$ cat config.mk
export PLATFORM = sky130hd
export DESIGN_NAME = reg_bus_master
export DESIGN_NICKNAME = d
export VERILOG_FILES = /design/src/rtl/reg_bus_master_pkg.sv /design/src/rtl/reg_bus_master.sv
export SDC_FILE = /design/constraint.sdc
export NUM_CORES = 1
export LEC_CHECK = 0
export ABC_AREA = 1
export BUFFER_PORTS_ARGS = -buffer_cell sky130_fd_sc_hd__buf_2
export CORE_MARGIN = 5
export CORE_UTILIZATION = 35
export CTS_BUF_LIST = sky130_fd_sc_hd__clkbuf_8
export DETAILED_ROUTE_END_ITERATION = 8
export GPL_TIMING_DRIVEN = 0
export MAX_ROUTING_LAYER = met4
export SETUP_SLACK_MARGIN = 0.2
export SYNTH_ARGS = -nofsm -noshare
export SYNTH_HDL_FRONTEND = slang
export SYNTH_SLANG_ARGS = --single-unit
$ cat constraint.sdc
create_clock -name usb_clk -period 1.9 [get_ports usb_clk]
set_clock_uncertainty 0.15 [all_clocks]
set_input_delay 0.285 -clock usb_clk [delete_from_list [all_inputs] [get_ports usb_clk]]
set_output_delay 0.285 -clock usb_clk [all_outputs]
set_load 0.005 [all_outputs]
$ cat src/rtl/reg_bus_master_pkg.sv
// Shared constants for the register-bus initiator: default command opcodes
// and the state encoding of the command parser.
package reg_bus_master_pkg;

    localparam logic [7:0] DEF_RD_OPCODE = 8'h80;
    localparam logic [7:0] DEF_WR_OPCODE = 8'h00;

    typedef enum logic [2:0] {
        IDLE,
        ADDR,
        LEN,
        WDATA,
        RD_ISSUE,
        RD_WAIT
    } state_t;

endpackage

$ cat src/rtl/reg_bus_master.sv
// Byte-stream command channel to register-bus initiator. Commands are
// header, address, length N and (for writes) N data bytes; reads stream N bytes on tx.
module reg_bus_master
    import reg_bus_master_pkg::*;
#(
    parameter int         pBYTECNT_SIZE = 7,
    parameter logic [7:0] pRD_OPCODE    = DEF_RD_OPCODE,
    parameter logic [7:0] pWR_OPCODE    = DEF_WR_OPCODE
) (
    input  logic                     usb_clk,
    input  logic                     reset_n,
    input  logic [7:0]               rx_data,
    input  logic                     rx_valid,
    output logic                     rx_ready,
    output logic [7:0]               tx_data,
    output logic                     tx_valid,
    input  logic                     tx_ready,
    output logic [7:0]               reg_address,
    output logic [pBYTECNT_SIZE-1:0] reg_bytecnt,
    output logic [7:0]               write_data,
    input  logic [7:0]               read_data,
    output logic                     reg_read,
    output logic                     reg_write,
    output logic                     reg_addrvalid,
    output logic                     busy,
    output logic                     cmd_error
);

    localparam logic [7:0] MAX_LEN8 = 8'((1 << pBYTECNT_SIZE) - 1);
    localparam logic [pBYTECNT_SIZE-1:0] CNT_ONE = {{(pBYTECNT_SIZE-1){1'b0}}, 1'b1};

    state_t                   state, state_d;
    logic                     is_read, is_read_d;
    logic [pBYTECNT_SIZE-1:0] len, len_d;
    logic [pBYTECNT_SIZE-1:0] rx_cnt, rx_cnt_d;
    logic [pBYTECNT_SIZE-1:0] len_sat;
    logic [pBYTECNT_SIZE-1:0] reg_bytecnt_d;
    logic [7:0]               reg_address_d, write_data_d, tx_data_d;
    logic                     reg_addrvalid_d, reg_write_d, reg_read_d;
    logic                     tx_valid_d, cmd_error_d;
    logic                     accept, rx_hs, last_byte;

    // Lengths beyond what reg_bytecnt can index are clamped so the counter never wraps.
    assign len_sat   = (rx_data > MAX_LEN8) ? '1 : rx_data[pBYTECNT_SIZE-1:0];
    assign last_byte = (reg_bytecnt == (len - CNT_ONE));

    // In WDATA, stop accepting once all N data bytes are in; only the final strobe remains.
    always_comb begin
        accept = 1'b0;
        case (state)
            IDLE, ADDR, LEN: accept = 1'b1;
            WDATA:           accept = (rx_cnt != len);
            default:         accept = 1'b0;
        endcase
    end

    assign rx_ready = reset_n & accept;
    assign rx_hs    = rx_valid & accept;
    assign busy     = (state != IDLE);

    always_comb begin
        state_d         = state;
        is_read_d       = is_read;
        len_d           = len;
        rx_cnt_d        = rx_cnt;
        reg_address_d   = reg_address;
        reg_addrvalid_d = reg_addrvalid;
        reg_bytecnt_d   = reg_bytecnt;
        write_data_d    = write_data;
        tx_data_d       = tx_data;
        tx_valid_d      = tx_valid;
        reg_write_d     = 1'b0;
        reg_read_d      = 1'b0;
        cmd_error_d     = 1'b0;

        case (state)
            IDLE: begin
                if (rx_hs) begin
                    if (rx_data == pWR_OPCODE) begin
                        is_read_d = 1'b0;
                        state_d   = ADDR;
                    end else if (rx_data == pRD_OPCODE) begin
                        is_read_d = 1'b1;
                        state_d   = ADDR;
                    end else begin
                        cmd_error_d = 1'b1;
                    end
                end
            end
            ADDR: begin
                if (rx_hs) begin
                    reg_address_d   = rx_data;
                    reg_addrvalid_d = 1'b1;
                    state_d         = LEN;
                end
            end
            LEN: begin
                if (rx_hs) begin
                    len_d         = len_sat;
                    rx_cnt_d      = '0;
                    reg_bytecnt_d = '0;
                    if (len_sat == '0) begin
                        reg_addrvalid_d = 1'b0;
                        state_d         = IDLE;
                    end else if (is_read) begin
                        reg_read_d = 1'b1;
                        state_d    = RD_ISSUE;
                    end else begin
                        state_d = WDATA;
                    end
                end
            end
            WDATA: begin
                if (reg_write) begin
                    reg_bytecnt_d = reg_bytecnt + CNT_ONE;
                    if (last_byte) begin
                        reg_addrvalid_d = 1'b0;
                        state_d         = IDLE;
                    end
                end
                if (rx_hs) begin
                    reg_write_d  = 1'b1;
                    write_data_d = rx_data;
                    rx_cnt_d     = rx_cnt + CNT_ONE;
                end
            end
            // The read strobe is high for this single cycle; the tx slot is always empty here.
            RD_ISSUE: begin
                tx_data_d  = read_data;
                tx_valid_d = 1'b1;
                state_d    = RD_WAIT;
            end
            RD_WAIT: begin
                if (tx_ready) begin
                    tx_valid_d = 1'b0;
                    if (last_byte) begin
                        reg_addrvalid_d = 1'b0;
                        state_d         = IDLE;
                    end else begin
                        reg_bytecnt_d = reg_bytecnt + CNT_ONE;
                        reg_read_d    = 1'b1;
                        state_d       = RD_ISSUE;
                    end
                end
            end
            default: state_d = IDLE;
        endcase
    end

    always_ff @(posedge usb_clk or negedge reset_n) begin
        if (!reset_n) begin
            state         <= IDLE;
            is_read       <= 1'b0;
            len           <= '0;
            rx_cnt        <= '0;
            reg_address   <= '0;
            reg_addrvalid <= 1'b0;
            reg_bytecnt   <= '0;
            write_data    <= '0;
            tx_data       <= '0;
            tx_valid      <= 1'b0;
            reg_write     <= 1'b0;
            reg_read      <= 1'b0;
            cmd_error     <= 1'b0;
        end else begin
            state         <= state_d;
            is_read       <= is_read_d;
            len           <= len_d;
            rx_cnt        <= rx_cnt_d;
            reg_address   <= reg_address_d;
            reg_addrvalid <= reg_addrvalid_d;
            reg_bytecnt   <= reg_bytecnt_d;
            write_data    <= write_data_d;
            tx_data       <= tx_data_d;
            tx_valid      <= tx_valid_d;
            reg_write     <= reg_write_d;
            reg_read      <= reg_read_d;
            cmd_error     <= cmd_error_d;
        end
    end

endmodule

==> impl_metrics.ini <==
[floorplanning]
dieArea_sq_mm = 0.0104
die_h_microns = 102
ioPinCount = 58
initial_core_util = 0.359
coreArea_sq_mm = 0.00822
num_rows = 33
dieWidth_microns = 102

[clock_network]
cts-root-buf = clkbuf_8
cts_sinks = 54
cts_tree = built
clock_latency_ns = 0.31
clkTransAtPathRegs_ns = 0.10
cts_max_level = 2
cts.path.max_buffers = 2
numCtsBuffers = 5

[route]
via_per_inst = 4.79
routed.top_layer = met4
wirelength_met1_mm = 3.43
wl_mm = 7.78
avgRoutedWirePerCell_microns = 13.5
num_vias = 2766
drtIter0Drc = 88
ant_nets = 0
wl_met3_microns = 344
drc = 0
firstDrtPassIters = 4
met2_length_mm = 3.92

[worst_setup_path]
crit-reg2reg-capture = reg_bytecnt[6]
cp_max_fo = 5
r2r-start = len[0]
setup.reg_to_reg.worst_slack_ns = -0.09
ff2ff_path_depth = 13
critical_path_class = flip-flop to flip-flop
worstPathArrival_ns = 2.08
startpoint_type = flip-flop
end_kind = flip-flop
worstPathRequired_ns = 2.00

[cells_and_area]
drive_above_1_share = 0.409
fill_cells = 775
diodes = 0
final_util = 0.486
layout.area.seq_sq_mm = 0.00136
final_cell_area_sq_mm = 0.00400
stdcell_count = 577
area_growth_syn_to_layout_pct = 35.6
fin_nets = 494
multi_input_area_sq_mm = 0.00157

[sta]
setup_tns_ns = -0.561
worst_slack_ns = -0.0861
report.final.hold_viol_count = 54
timing.slew.headroom = 0.539
rsz0062_at_grt = true
setup_violations = 11
period_share = 1.05
max_freq_mhz = 503
fin_crit_ns = 1.99
maxSlewViolCount = 0
tightest_slew_ns = 0.691
holdWs_ns = -0.139

[synth]
syn_inst = 379
netlist_top_cells_count = nand2_1, dfrtp_1, inv_1, nor2_1, nand3_1
ys_types = 30
syn_area_per_cell_sq_um = 7.78
ys_seq_area_frac = 0.458
synth-async-reset-ratio = 1.00
syn-cell-area_sq_mm = 0.00295
synth-edff-count = 0
syn-num-nets = 402
synth_top_area_cell = dfrtp_1
synth-main-ff-cell = dfrtp_1
synth_top_cell_area_share = 0.458
yosys_register_bits = 54
netlist_top_cells_area = dfrtp_1, nand2_1, inv_1
yosysWarnings = 0
yosysMostFrequentCell = nand2_1

[power]
peakVddDrop_uv = 626
p_leak_nw = 2.05
p_per_area_mw_per_mm2 = 1380
power_mw = 5.53

[place]
gp_congestion = 0.863
dp_cells = 540
dp_hpwl_mm = 5.29
portBuffers = 56
post-place-ws_ns = -0.229
dpl-instance-area_sq_mm = 0.00338

[grt]
globalRouteOverflowTotal = 0
grt_pass1_wl_mm = 12.9
grt_pass1_vias = 2767
grt_max_degree = 56
antenna_found_initial = 0
grtUsageTotal = 0.160

[run_status]
outcome = finished with violations
failed_checks = hold timing, setup timing

[min_path]
holdCritPathClass = input port to async pin

[run]
drv_cap = 0
routing by layer:
layer / vias to the layer above / global-route usage
li1: 1378 / -
met1: 1324 / 0.205
met2: 57 / 0.268
met3: 7 / 0.0227
met4: 0 / 0.0348
met5: - / -
cell type report:
type,count,area share
clock buffer,5,0.0172
inverter,50,0.0470
multi-input combinational,267,0.394
sequential,54,0.340
tap,105,0.0329
timing repair buffer,85,0.138
buffer,8,0.0197
clock inverter,3,0.0110
worst max path at each step:
stage	start	cells after the start	slack (ns)	endpoint
finish	len[0]	13	-0.09	reg_bytecnt[6]
global route	len[0]	13	-0.17	reg_bytecnt[6]
CTS	len[0]	13	-0.03	reg_bytecnt[6]
detailed placement	reset_n	3	-0.23	rx_ready
global placement	reset_n	3	-0.24	rx_ready
floorplan	len[0]	13	0.18	reg_bytecnt[5]
timing repair:
action	CTS	global route
setup endpoints to repair	36	44
resized for setup	56	25
endpoints found under the hold margin	54	54
setup buffers	15	11
pin swaps	7	17
gates cloned	3	0
cell families after synthesis:
logic type      count (synthesis)  share of synthesized area
mux                             9                     0.0344
simple gates                  200                      0.298
fa+ha+maj                       3                     0.0127
compound gates                 43                     0.0819
buf+inv                        58                     0.0794
xor+xnor                       12                     0.0357
flops                          54                      0.458
worst max-delay path, stage by stage, from the launching register on:
cell and delay [ns]:
dfrtp_1 0.42, inv_2 0.09, ha_4 0.27, inv_2 0.03, nand2_2 0.04, nand2_1 0.04, nor2_1 0.08, nand3_1 0.11
nor2_2 0.17, nand3_2 0.13, nand2_4 0.13, buf_8 0.14, nand2_2 0.05, o21ai_2 0.05
sequential cells by signal (all words and copies together) (netlist names):
register and cells:
reg_address 8, tx_data 8, write_data 8, len 7
reg_bytecnt 7, rx_cnt 7, state 3, cmd_error 1
is_read 1, reg_addrvalid 1, reg_read 1, reg_write 1
tx_valid 1
cells in the final DEF (no fill, tap or decap), types with 2 or more instances in the layout:
cell type  count
a21oi_1        2
buf_2         54
buf_4         23
buf_6         11
clkbuf_8       6
dfrtp_1       48
dfrtp_2        6
ha_1           2
inv_1         34
inv_2         16
mux2_2         9
nand2_1       95
nand2_2       23
nand2_4        7
nand3_1       21
nand3_2        5
nand3b_1       2
nand4_1        6
nor2_1        23
nor2_2         5
nor2_4         5
nor3_1         2
o21ai_0       22
o21ai_1        9
o21ai_2        9
xnor2_1        4
xnor2_2        2
xor2_1         6
where the power goes:
group | total, mW | switching [mW] | internal (mW)
registers | 1.82 | 0.275 | 1.54
logic | 2.92 | 1.55 | 1.37
clock network | 0.794 | 0.399 | 0.396
total | 5.53 | 2.22 | 3.31
Power figures use the tool's default switching activity.
